### src/rtl/id_ex_operand_stage.sv
// ID/EX pipeline register: picks ALU operands, forwards from EX/MEM/WB,
// detects load-use hazards and honours back-pressure and flush.
module id_ex_operand_stage #(
  parameter int XLEN   = 32,
  parameter int REG_AW = 5
) (
  input  logic              clk,
  input  logic              rst_n,
  input  logic              id_valid,
  output logic              id_ready,
  input  logic [REG_AW-1:0] id_rs1_addr,
  input  logic [REG_AW-1:0] id_rs2_addr,
  input  logic [XLEN-1:0]   id_rs1_data,
  input  logic [XLEN-1:0]   id_rs2_data,
  input  logic [XLEN-1:0]   id_imm,
  input  logic [XLEN-1:0]   id_pc,
  input  logic              id_use_imm,
  input  logic              id_use_pc,
  input  logic [3:0]        id_alu_ctrl,
  input  logic [REG_AW-1:0] id_rd_addr,
  input  logic              id_reg_write,
  input  logic              id_mem_read,
  input  logic [XLEN-1:0]   ex_alu_result,
  input  logic              fwd_mem_we,
  input  logic [REG_AW-1:0] fwd_mem_rd,
  input  logic [XLEN-1:0]   fwd_mem_data,
  input  logic              fwd_wb_we,
  input  logic [REG_AW-1:0] fwd_wb_rd,
  input  logic [XLEN-1:0]   fwd_wb_data,
  input  logic              ex_ready,
  input  logic              flush,
  output logic [XLEN-1:0]   d1,
  output logic [XLEN-1:0]   d2,
  output logic [3:0]        control,
  output logic              ex_valid,
  output logic [REG_AW-1:0] ex_rd_addr,
  output logic              ex_reg_write,
  output logic              ex_mem_read,
  output logic [XLEN-1:0]   ex_store_data,
  output logic              load_use_stall
);

  localparam logic [REG_AW-1:0] ZERO_REG = {REG_AW{1'b0}};
  localparam logic [XLEN-1:0]   ZERO_DAT = {XLEN{1'b0}};

  logic              ex_fwd_ok_s;
  logic [XLEN-1:0]   rs1_fwd_s;
  logic [XLEN-1:0]   rs2_fwd_s;
  logic              stall_s;
  logic              ready_s;
  logic              capture_s;
  logic              update_s;
  logic [XLEN-1:0]   d1_next_s;
  logic [XLEN-1:0]   d2_next_s;
  logic [XLEN-1:0]   store_next_s;
  logic [3:0]        ctrl_next_s;
  logic [REG_AW-1:0] rd_next_s;
  logic              rw_next_s;
  logic              mr_next_s;

  // A load in EX has no data yet, so it is excluded from EX forwarding and handled by the stall.
  function automatic logic [XLEN-1:0] fwd_sel(
    input logic [REG_AW-1:0] src,
    input logic [XLEN-1:0]   rf_data,
    input logic              ex_ok,
    input logic [REG_AW-1:0] ex_rd,
    input logic [XLEN-1:0]   ex_data,
    input logic              mem_we,
    input logic [REG_AW-1:0] mem_rd,
    input logic [XLEN-1:0]   mem_data,
    input logic              wb_we,
    input logic [REG_AW-1:0] wb_rd,
    input logic [XLEN-1:0]   wb_data
  );
    logic [XLEN-1:0] res;
    if (src == ZERO_REG) begin
      res = ZERO_DAT;
    end else if (ex_ok && (ex_rd == src)) begin
      res = ex_data;
    end else if (mem_we && (mem_rd == src)) begin
      res = mem_data;
    end else if (wb_we && (wb_rd == src)) begin
      res = wb_data;
    end else begin
      res = rf_data;
    end
    return res;
  endfunction

  // Forwarding, hazard detection and next-state selection for the EX register.
  always_comb begin
    ex_fwd_ok_s = ex_valid & ex_reg_write & ~ex_mem_read;
    rs1_fwd_s = fwd_sel(id_rs1_addr, id_rs1_data, ex_fwd_ok_s, ex_rd_addr, ex_alu_result,
                        fwd_mem_we, fwd_mem_rd, fwd_mem_data, fwd_wb_we, fwd_wb_rd, fwd_wb_data);
    rs2_fwd_s = fwd_sel(id_rs2_addr, id_rs2_data, ex_fwd_ok_s, ex_rd_addr, ex_alu_result,
                        fwd_mem_we, fwd_mem_rd, fwd_mem_data, fwd_wb_we, fwd_wb_rd, fwd_wb_data);
    // rs2 is checked even for immediate forms so stores stall conservatively.
    stall_s = id_valid & ex_valid & ex_mem_read & (ex_rd_addr != ZERO_REG) &
              ((~id_use_pc & (id_rs1_addr == ex_rd_addr)) | (id_rs2_addr == ex_rd_addr));
    ready_s   = ex_ready & ~stall_s & ~flush;
    capture_s = id_valid & ready_s;
    update_s  = flush | ex_ready;
    if (capture_s) begin
      d1_next_s    = id_use_pc  ? id_pc  : rs1_fwd_s;
      d2_next_s    = id_use_imm ? id_imm : rs2_fwd_s;
      store_next_s = rs2_fwd_s;
      ctrl_next_s  = id_alu_ctrl;
      rd_next_s    = id_rd_addr;
      rw_next_s    = id_reg_write;
      mr_next_s    = id_mem_read;
    end else begin
      d1_next_s    = ZERO_DAT;
      d2_next_s    = ZERO_DAT;
      store_next_s = ZERO_DAT;
      ctrl_next_s  = 4'b0000;
      rd_next_s    = ZERO_REG;
      rw_next_s    = 1'b0;
      mr_next_s    = 1'b0;
    end
  end

  assign id_ready       = ready_s;
  assign load_use_stall = stall_s;

  // EX register: bubble on reset, load on flush or free downstream, otherwise hold.
  always_ff @(posedge clk or negedge rst_n) begin
    if (!rst_n) begin
      ex_valid      <= 1'b0;
      d1            <= ZERO_DAT;
      d2            <= ZERO_DAT;
      ex_store_data <= ZERO_DAT;
      control       <= 4'b0000;
      ex_rd_addr    <= ZERO_REG;
      ex_reg_write  <= 1'b0;
      ex_mem_read   <= 1'b0;
    end else if (update_s) begin
      ex_valid      <= capture_s;
      d1            <= d1_next_s;
      d2            <= d2_next_s;
      ex_store_data <= store_next_s;
      control       <= ctrl_next_s;
      ex_rd_addr    <= rd_next_s;
      ex_reg_write  <= rw_next_s;
      ex_mem_read   <= mr_next_s;
    end
  end

endmodule

### config.mk
export PLATFORM = sky130hd
export DESIGN_NAME = id_ex_operand_stage
export DESIGN_NICKNAME = d
export VERILOG_FILES = /design/src/rtl/id_ex_operand_stage.sv
export SDC_FILE = /design/constraint.sdc
export NUM_CORES = 1
export LEC_CHECK = 0
export ABC_AREA = 1
export BUFFER_PORTS_ARGS = -buffer_cell sky130_fd_sc_hd__buf_2
export CORE_MARGIN = 2
export CORE_UTILIZATION = 39
export CTS_CLUSTER_DIAMETER = 40
export DETAILED_ROUTE_END_ITERATION = 7
export PLACE_DENSITY = 0.67
export SYNTH_ARGS = -nofsm -noshare
export SYNTH_HDL_FRONTEND = slang
export SYNTH_SLANG_ARGS = --single-unit
### constraint.sdc
create_clock -name clk -period 2.1 [get_ports clk]
set_input_delay 0.21 -clock clk [delete_from_list [all_inputs] [get_ports clk]]
set_output_delay 0.21 -clock clk [all_outputs]
set_load 0.05 [all_outputs]
# Word-level counts from Yosys, hierarchy flattened
# Index checks and enable logic that the tools add are counted.
[word_totals] register_bits=108 out_inout_bits=110 elab_cells=58
[op_classes] n_eq_ne=8 muxes=17 bitwise=16 n_reduce_logical=9
[op_table] cell="$mux W32" count=13
[op_table] cell="$eq A5 B5 Y1" count=8
[op_table] cell="$and A1 B1 Y1" count=10
[op_table] cell="$logic_not A5 Y1" count=2
[op_table] cell="$logic_and A1 B1 Y1" count=6
[op_table] cell="$mux W5" count=1
[op_table] cell="$reduce_bool A5 Y1" count=1
[op_table] cell="$mux W4" count=1
[op_table] cell="$not A1 Y1" count=4
[op_table] cell="$mux W1" count=2
[op_table] cell="$or A1 B1 Y1" count=2

# Depth between registers and ports, before layout
# Gate-level depths: netlist of the first run.
[logic_depth] ltp_word=9 depth_mapped=14 mapped_depth_nobuf=13

# Worst setup path after synthesis of the first run
# Ideal clock, no wire load.
[synth_path] kind="register to register" from="register ex_rd_addr[1]" to="register d2[0]" setup_ns=0.118 t_arrival_ns=1.779 required_ns=1.982 setup_slack_ns=0.203 stages_incl_launch_ff=15 synth_period_minus_slack_ns=1.897 cell_sequence="dfrtp_1 -> inv_1 -> nand2_1 -> nand2_1 -> nor2_1 -> inv_1 -> nor2_2 -> buf_4 -> nand3_1 -> nand2_1 -> inv_1 -> nand2_1 -> nand2_1 -> nand2_1 -> nand2_1"
[synth_between] elab_chain_cells=9 word_cells_on_any_way=17 classes_between="3 x eq/ne; 4 x mux; 8 x bitwise; 2 x reduce/logical"
[synth_lines] element="from (decl)" line="36" rtl="output logic [REG_AW-1:0] ex_rd_addr,"
[synth_lines] element="from (signal assigned)" line="142" rtl="ex_rd_addr <= rd_next_s;"
[synth_lines] element="$eq A5 B5 Y1" line="99" rtl="((~id_use_pc & (id_rs1_addr == ex_rd_addr)) | (id_rs2_addr == ex_rd_addr));"
[synth_lines] element="$and A1 B1 Y1" line="99"
[synth_lines] element="$or A1 B1 Y1" line="99"
[synth_lines] element="$and A1 B1 Y1" line="98" rtl="stall_s = id_valid & ex_valid & ex_mem_read & (ex_rd_addr != ZERO_REG) &"
[synth_lines] element="$not A1 Y1" line="100" rtl="ready_s = ex_ready & ~stall_s & ~flush;"
[synth_lines] element="$and A1 B1 Y1 (2 in a row)" line="100"
[synth_lines] element="$and A1 B1 Y1" line="101" rtl="capture_s = id_valid & ready_s;"
[synth_lines] element="$mux W32 *" line="103" rtl="if (capture_s) begin"
[synth_lines] element="to (signal assigned)" line="139" rtl="d2 <= d2_next_s;"
[synth_lines] element="to (decl)" line="33" rtl="output logic [XLEN-1:0] d2,"
# Every way passes the cells marked *; elsewhere a longest branch is shown, timed or not.
# A chain may end at the register's enable or synchronous reset.

# Worst setup path after layout of the first run
[layout_path] from="register ex_rd_addr[3]" to="output id_ready"
[layout_between] elab_chain_cells=7 word_cells_on_any_way=10 classes_between="2 x eq/ne; 7 x bitwise; 1 x reduce/logical"
[layout_lines] element="$eq A5 B5 Y1" line="99"
[layout_lines] element="$and A1 B1 Y1" line="99"
[layout_lines] element="$or A1 B1 Y1" line="99"
[layout_lines] element="$and A1 B1 Y1 *" line="98"
[layout_lines] element="$not A1 Y1 *" line="100"
[layout_lines] element="$and A1 B1 Y1 * (2 in a row)" line="100"
[layout_lines] element="to (decl)" line="10" rtl="output logic id_ready,"
# Marks and branches as above.

==> results of run 1 <==
tightest hold or removal path, delay by kind of cell:
family / cells / cell delay (ps)
buffers and inverters: 1 / 80
and+or+nand+nor: 2 / 90
kinds of logic (layout without fill, tap and decap cells):
| group | after synthesis | after routing | synth area share |
|---|---|---|---|
| buffers and inverters | 352 | 694 | 0.165 |
| AND/OR/NAND/NOR | 1093 | 1093 | 0.495 |
| AO/OA/AOI/OAI | 59 | 59 | 0.0332 |
| flip-flops | 108 | 108 | 0.304 |
| XOR/XNOR | 3 | 3 | 0.00295 |
| other | 0 | 3 | 0 |
timing repair:
item	in CTS	in global routing
resized for setup	0	6
setup endpoints to repair	0	5
endpoints found under the hold margin	31	0
hold buffers	1	0
worst min-delay path by stage:
stage | start | endpoint | slack [ps] | cells after the start
floorplan | rst_n | control[0] | -90 | 0
global placement | rst_n | d1[21] | 240 | 1
detailed placement | rst_n | d1[21] | 230 | 1
CTS | id_reg_write | ex_reg_write | 20 | 3
global route | id_rd_addr[4] | ex_rd_addr[4] | 40 | 3
finish | id_rd_addr[4] | ex_rd_addr[4] | 40 | 3
registers in the layout, summed over array words and instances (netlist names):
name and cells:
ex_mem_read 1, d2 32, control 4, d1 32, ex_store_data 32, ex_valid 1, ex_rd_addr 5, ex_reg_write 1
metrics by stage:
step | util | area, um^2 | power, mW
floorplan | - | 8900 | 3.23
global placement | 0.497 | 11200 | 3.95
detailed placement | 0.497 | 11200 | 3.95
CTS | 0.511 | 11500 | 5.86
global route | 0.512 | 11500 | 6.10
finish | 0.512 | 11500 | 5.81
layer usage:
layer	wire [um]	global-route usage
met5	24	0
met4	1470	0.131
met3	2620	0.0479
met2	18100	0.536
met1	15000	0.366
cell usage after synthesis, drive strengths merged:
library cell  number  share of area
nor2             206          0.089
xor2               1        0.00098
o21ai             56          0.031
xnor2              2         0.0020
clkbuf            30          0.013
a21oi              3         0.0017
nor3               2         0.0011
inv              264           0.11
nand3            204           0.12
nand2            678           0.29
buf               58          0.040
nand4              3         0.0021
dfrtp            108           0.30
layout make-up:
| class | instances | area, um^2 |
|---|---|---|
| fill | 2458 | 11000 |
| multi-input combinational | 1155 | 4800 |
| sequential | 108 | 2700 |
| timing repair buffer | 414 | 2360 |
| inverter | 264 | 993 |
| tap | 285 | 357 |
| clock buffer | 9 | 225 |
| clock inverter | 7 | 91.3 |
| antenna | 3 | 7.51 |
report_power, final:
| group | internal [mW] | leakage (nW) | switching [mW] | total (mW) |
|---|---|---|---|---|
| registers | 2.16 | 1.47 | 0.0542 | 2.22 |
| clock network | 0.869 | 0.152 | 1.03 | 1.90 |
| logic | 0.522 | 6.04 | 1.17 | 1.70 |
==> flow_metrics.py, run 1 <==
metrics = {
    "setup_path": {
        "r2r-start": "ex_rd_addr[4]",
        "crit_type": "flip-flop to output pin",
        "critPathCapture": "id_ready",
        "rrSetupSlack_ps": 220,
        "cp_data_required_time_ps": 1890,
        "critical_path_buf_inv_count": 3,
        "startpoint": "ex_rd_addr[3]",
        "startpoint_type": "flip-flop",
        "r2r-end": "d1[31]",
        "crit_slowest_cell": "dfrtp_2",
        "cp_cell_sequence": "nor3_1 > nand3_1 > nand4_1 > inv_1 > nand2_2 > nand2_1 > inv_1 > buf_2",
        "cp.arrival_ps": 1720,
        "cp.depth": 8,
        "cp_common_cell": "inv_1",
        "cp_top_family": "simple AND/OR/NAND/NOR gates",
        "critPathMaxFanout": 6,
        "rr_worst_depth": 10,
        "end_kind": "output pin",
        "slowest_delay_ps": 460,
    },
    "timing": {
        "tns_ps": 0,
        "rsz0062_at_grt": "false",
        "setup_violations": 0,
        "skew_ps": 10.6,
        "holdWs_ps": 36.5,
        "hold_violations": 0,
        "fin_ws_ps": 167,
        "tightest_slew_ps": 567,
        "fin_crit_ps": 1930,
        "relSlewSlack": 0.622,
        "timing.fmax_ghz": 0.517,
        "maxSlewViolCount": 0,
        "min_period_over_period": 0.921,
    },
    "global_routing": {
        "grt_start_max_net_pins": 104,
        "antenna_found_initial": 5,
        "grt_pass1_vias": 10700,
        "grt_util_all_layers": 0.303,
        "grt_pass1_wl_um": 56900,
        "overflow": 0,
    },
    "routing": {
        "drt_iter0_markers": 717,
        "wire_per_inst_um": 16.6,
        "antenna_left": 0,
        "vias_per_cell": 4.94,
        "route.final.wire_length_um": 37200,
        "num_vias": 11100,
        "drcViolationCount": 0,
        "first_pass_iters": 5,
    },
    "place": {
        "pre_cts_ws_ps": 171,
        "place_congestion": 0.940,
        "portBuffers": 373,
        "dp_hpwl_um": 28500,
        "dp.cells": 2225,
    },
    "finish": {
        "layout.cells.non_filler": 2245,
        "area_growth_pct": 29.6,
        "fin_nets": 2216,
        "mostFrequentLayoutCell": "nand2_1",
        "final_cell_mix": "nand2_1, buf_2, inv_1",
        "drive_gt1_frac": 0.235,
    },
    "die": {
        "io_pins": 374,
        "fp.dieH_um": 155,
        "core_area_mm2": 0.0225,
        "die-width_um": 155,
        "die_area_mm2": 0.0240,
        "num_rows": 55,
        "initial_core_util": 0.395,
    },
    "yosys": {
        "ys_ff_latch": 108,
        "yosysSeqAreaShare": 0.304,
        "ys_types": 24,
        "synth.avg_cell_area_um2": 5.51,
        "ys_warn_count": 0,
        "syn_nets": 1879,
        "syn_inst": 1615,
        "netlist_area_mm2": 0.00890,
    },
    "power_and_ir_drop": {
        "powerDensity_mw_per_mm2": 504,
        "ir_drop_mv": 0.495,
        "leakagePower_nw": 7.66,
    },
    "clocking": {
        "clk_pin_slew_ps": 90,
        "cts_made_buffers": 9,
        "clockBufferDepth": 2,
        "clk_latency_ps": 370,
        "htreeDepth": 3,
        "cts_root_buffer": "clkbuf_16",
        "post_cts_buffers": 0,
        "clock-sinks": 108,
        "cts_tree": "built",
    },
    "job": {
        "cap_violations": 0,
    },
    "run_status": {
        "status": "complete, no violations",
    },
    "hold_path": {
        "hold_path_class": "input port to flip-flop",
    },
}
No activity file was read; power rests on OpenSTA's default activity.
==> inputs of run 2 (changes only) <==
Settings changed: CTS_BUF_LIST from default to sky130_fd_sc_hd__clkbuf_4 sky130_fd_sc_hd__clkbuf_8.
==> run 2 against run 1 <==
Effect of this change:
- first-iteration DRC count fell by 6.4%
- setup slack got worse by 33 ps
- clock-buffer cell count did not move
- register-to-register slack barely moved
- non-clock buffer count rose by 6
- critical endpoint unchanged
==> flow_metrics.py, run 2 (synthesis gave the netlist of run 1 again) <==
metrics = {
    "finish": {
        "top_regs": "d1 x32, d2 x32, ex_store_data x32",
        "multi_input_comb_area_mm2": 0.00480,
        "nFillCells": 2471,
        "final_util": 0.511,
        "drive_gt1_frac": 0.234,
        "area_growth_pct": 29.1,
        "seq_area_mm2": 0.00271,
        "fin_nets": 2222,
        "final_cell_mix": "nand2_1, buf_2, inv_1",
        "mostFrequentLayoutCell": "nand2_1",
    },
    "timing": {
        "hold_violations": 0,
        "tns_ps": 0,
        "skew_ps": 16.7,
        "fin_crit_ps": 1970,
        "rsz0062_at_grt": "false",
        "min_period_over_period": 0.936,
        "tightest_slew_ps": 560,
        "setup_violations": 0,
        "maxSlewViolCount": 0,
        "timing.fmax_ghz": 0.509,
        "relSlewSlack": 0.627,
    },
    "clocking": {
        "cts_root_buffer": "clkbuf_8",
        "post_cts_buffers": 0,
        "clk_pin_slew_ps": 130,
        "cts_made_buffers": 9,
        "clk_latency_ps": 410,
        "clock-sinks": 108,
        "clockBufferDepth": 2,
        "cts_tree": "built",
        "htreeDepth": 3,
    },
    "place": {
        "place_congestion": 0.940,
        "dp_hpwl_um": 28500,
        "portBuffers": 373,
    },
    "routing": {
        "first_pass_iters": 5,
        "num_vias": 11100,
        "route.final.wire_length_um": 37200,
        "antenna_left": 0,
        "wire_per_inst_um": 16.5,
        "drt_iter0_markers": 671,
        "vias_per_cell": 4.94,
        "drcViolationCount": 0,
    },
    "die": {
        "die-width_um": 155,
        "io_pins": 374,
        "core_area_mm2": 0.0225,
        "die_area_mm2": 0.0240,
        "fp.dieH_um": 155,
        "num_rows": 55,
        "initial_core_util": 0.395,
    },
    "global_routing": {
        "antenna_found_initial": 5,
        "overflow": 0,
        "grt_pass1_vias": 10700,
        "grt_start_max_net_pins": 104,
        "grt_util_all_layers": 0.303,
        "grt_pass1_wl_um": 57000,
    },
    "setup_path": {
        "crit_type": "flip-flop to output pin",
        "cp_data_required_time_ps": 1890,
        "critPathCapture": "id_ready",
        "cp_top_family": "flip-flops",
        "cp.arrival_ps": 1760,
        "r2r-end": "d1[31]",
        "cp_common_cell": "nand2_1",
        "end_kind": "output pin",
        "rr_worst_depth": 10,
        "startpoint_type": "flip-flop",
        "r2r-start": "ex_rd_addr[4]",
        "cp.depth": 7,
        "slowest_delay_ps": 460,
        "cp_cell_sequence": "xnor2_1 > nand4_1 > nand2_1 > nand2_2 > nand2_1 > inv_1 > buf_4",
        "critical_path_buf_inv_count": 2,
        "rrSetupSlack_ps": 210,
        "startpoint": "ex_rd_addr[4]",
        "crit_slowest_cell": "dfrtp_1",
        "critPathMaxFanout": 5,
    },
    "power_and_ir_drop": {
        "leakagePower_nw": 7.64,
        "ir_drop_mv": 0.259,
        "power.total_mw": 5.40,
        "powerDensity_mw_per_mm2": 470,
    },
    "run_status": {
        "status": "complete, no violations",
    },
    "hold_path": {
        "min-delay-start": "id_rd_addr[2]",
        "hold_path_class": "input port to flip-flop",
    },
    "job": {
        "cap_violations": 0,
    },
}
-- run 2: changes by cell type in the layout (fill, tap and decap cells not counted) --
cell | before | now
clkbuf_8 | 0 | 9
clkbuf_16 | 9 | 0
diode_2 | 3 | 2
dfrtp_2 | 1 | 2
buf_4 | 27 | 28
dlygate4sd3_1 | 1 | 7
buf_2 | 371 | 370
dfrtp_1 | 107 | 106
-- run 2: power breakdown --
group          switching, mW  total (mW)  leakage, nW  internal [mW]
registers             0.0544        2.22         1.47           2.16
logic                   1.18        1.71         6.07          0.530
clock network          0.983        1.47        0.106          0.492
total                   2.21        5.40         7.64           3.19
-- run 2: worst min-delay path by stage --
stage | to | slack [ps] | cells after the start
after floorplan | control[0] | -90 | 0
after global placement | d1[21] | 240 | 1
after detailed placement | d1[21] | 230 | 1
after CTS | ex_rd_addr[2] | 5 | 3
after global routing | control[0] | 10 | 3
final | ex_rd_addr[2] | 30 | 3
-- run 2: timing repair --
| item | in CTS | in global routing |
|---|---|---|
| gates resized for setup | 0 | 9 |
| setup endpoints to repair | 0 | 5 |
| endpoints found under the hold margin | 37 | 0 |
| hold buffers | 7 | 0 |
-- run 2: cell type report --
| class | instances | area share |
|---|---|---|
| Clock inverter | 7 | 0.00795 |
| Multi-Input combinational cell | 1155 | 0.417 |
| Clock buffer | 9 | 0.0108 |
| Tap cell | 285 | 0.0310 |
| Inverter | 264 | 0.0864 |
| Timing Repair Buffer | 420 | 0.211 |
| Antenna cell | 2 | 0.000435 |
| Sequential cell | 108 | 0.235 |
-- run 2: metal layers --
metal | vias up | part of all wire | track usage | wire length, um
met5 | - | 0.0011 | 0 | 41
met4 | 6 | 0.036 | 0.130 | 1340
met3 | 85 | 0.067 | 0.0454 | 2490
met2 | 505 | 0.49 | 0.539 | 18300
met1 | 5035 | 0.40 | 0.365 | 15000
li1 | 5475 | - | - | -
-- run 2: tightest hold or removal path, cell delays in order --
cell     delay, ps
buf_2           80
nand2_1         40
o21ai_1         70
-- run 2: through the flow --
step / worst slack, ps / std cells / hold WS [ps] / cell area [um^2]
finish: 134 / 2250 / 28.6 / 11500
global route: 2.95 / 2250 / 14.8 / 11500
CTS: 18.0 / 2248 / 5.20 / 11500
detailed placement: 171 / 2225 / 232 / 11200
global placement: 198 / 2225 / 237 / 11200
floorplan: 203 / 1615 / -85.6 / 8900
==> inputs of run 3 (changes only) <==
Settings changed: RECOVER_POWER from default to 100.
==> run 3 against run 2 <==
Effect of this change:
- critical path depth unchanged
- clock-buffer cell count is the same
- die area stayed put
- non-clock buffer count stayed put
- global-route usage stayed put
- total power is 0.55% lower
- via count rose by 0.18%
- clock power is essentially flat
- sequential cell count did not move
- combinational power fell by 2%
- critical path type unchanged
- largest power group unchanged
- highest routed layer unchanged
==> flow_metrics.py, run 3 (synthesis gave the netlist of run 1 again) <==
metrics = {
    "setup_path": {
        "rr_worst_depth": 10,
        "cp_data_required_time_ps": 1890,
        "critPathCapture": "id_ready",
        "critPathMaxFanout": 5,
        "startpoint": "ex_rd_addr[4]",
        "end_kind": "output pin",
        "crit_type": "flip-flop to output pin",
        "rrSetupSlack_ps": 180,
        "cp.arrival_ps": 1750,
        "startpoint_type": "flip-flop",
        "r2r-start": "ex_rd_addr[4]",
        "r2r-end": "d1[18]",
    },
    "timing": {
        "skew_ps": 16.4,
        "tightest_slew_ps": 1060,
        "rsz0062_at_grt": "false",
        "timing.fmax_ghz": 0.509,
        "hold_violations": 0,
        "fin_ws_ps": 136,
        "min_period_over_period": 0.935,
        "tns_ps": 0,
        "maxSlewViolCount": 0,
        "setup_violations": 0,
        "relSlewSlack": 0.294,
        "fin_crit_ps": 1960,
    },
    "routing": {
        "wire_per_inst_um": 16.6,
        "route.final.wire_length_um": 37400,
        "first_pass_iters": 7,
        "drt_iter0_markers": 755,
        "vias_per_cell": 4.94,
        "antenna_left": 0,
        "num_vias": 11100,
        "drcViolationCount": 0,
    },
    "die": {
        "num_rows": 55,
        "io_pins": 374,
        "fp.dieH_um": 155,
        "die-width_um": 155,
        "initial_core_util": 0.395,
        "core_area_mm2": 0.0225,
        "die_area_mm2": 0.0240,
    },
    "finish": {
        "seq_area_mm2": 0.00271,
        "final_cell_mix": "nand2_1, buf_2, inv_1",
        "nFillCells": 2535,
        "multi_input_comb_area_mm2": 0.00480,
        "drive_gt1_frac": 0.179,
        "top_regs": "d1 x32, d2 x32, ex_store_data x32",
        "area_growth_pct": 27.2,
        "mostFrequentLayoutCell": "nand2_1",
        "fin_nets": 2222,
    },
    "run_status": {
        "status": "complete, no violations",
    },
    "global_routing": {
        "grt_start_max_net_pins": 104,
        "grt_pass1_vias": 10700,
        "overflow": 0,
        "antenna_found_initial": 5,
        "grt_util_all_layers": 0.303,
        "grt_pass1_wl_um": 57000,
    },
    "clocking": {
        "cts_tree": "built",
        "clk_pin_slew_ps": 130,
        "clock-sinks": 108,
        "cts_made_buffers": 9,
        "clockBufferDepth": 2,
        "clk_latency_ps": 410,
        "htreeDepth": 3,
        "cts_root_buffer": "clkbuf_8",
    },
    "place": {
        "pre_cts_ws_ps": 171,
        "dp_hpwl_um": 28500,
        "portBuffers": 373,
        "place_congestion": 0.940,
    },
    "power_and_ir_drop": {
        "ir_drop_mv": 0.259,
        "powerDensity_mw_per_mm2": 474,
        "leakagePower_nw": 7.18,
    },
    "job": {
        "cap_violations": 0,
    },
    "hold_path": {
        "hold_path_class": "input port to flip-flop",
    },
}
run 3: timing repair:
action	4_1_cts	5_1_grt
setup buffers	0	0
gates resized for setup	0	9
endpoints found under the hold margin	37	0
setup endpoints to repair	0	5
hold buffers	7	0
run 3: final cells by class:
class,instances,share of cell area
antenna,2,0.000442
clock buffer,9,0.0109
clock inverter,7,0.00807
inverter,264,0.0878
multi-input combinational,1155,0.424
sequential,108,0.239
tap,285,0.0315
timing repair buffer,420,0.199
run 3: critical path, cell delays in order (launching register included):
cell and delay (ps):
dfrtp_1 460, xnor2_1 310, nand4_1 130, nand2_1 80, nand2_2 70, nand2_1 70
inv_1 40, buf_4 180
run 3: power by group:
| group | internal, mW | switching (mW) | total, mW |
|---|---|---|---|
| clock network | 0.492 | 0.983 | 1.47 |
| logic | 0.498 | 1.17 | 1.67 |
| registers | 2.16 | 0.0575 | 2.22 |
run 3: worst min path at each step:
| stage | from | depth (start not counted) | slack, ps | end |
|---|---|---|---|---|
| floorplan | rst_n | 0 | -90 | control[0] |
| global placement | rst_n | 1 | 240 | d1[21] |
| detailed placement | rst_n | 1 | 230 | d1[21] |
| CTS | id_rd_addr[2] | 3 | 5 | ex_rd_addr[2] |
| global route | id_rd_addr[2] | 3 | 10 | ex_rd_addr[2] |
| finish | id_rd_addr[2] | 3 | 20 | ex_rd_addr[2] |
run 3: metrics by stage:
stage,hold slack (ps),cells,utilization,total power [mW],cell area (um^2)
final,22.7,2250,0.503,5.37,11300
after global routing,12.9,2250,0.503,5.64,11300
after CTS,5.20,2248,0.510,5.44,11500
after detailed placement,232,2225,0.497,3.95,11200
after global placement,237,2225,0.497,3.95,11200
after floorplan,-85.6,1615,-,3.23,8900
run 3: per-layer routing:
layer,global-route usage,share of wire,vias up
met5,0,0.0011,-
met4,0.130,0.039,6
met1,0.365,0.41,5067
met2,0.539,0.49,495
li1,-,-,5471
met3,0.0454,0.063,87
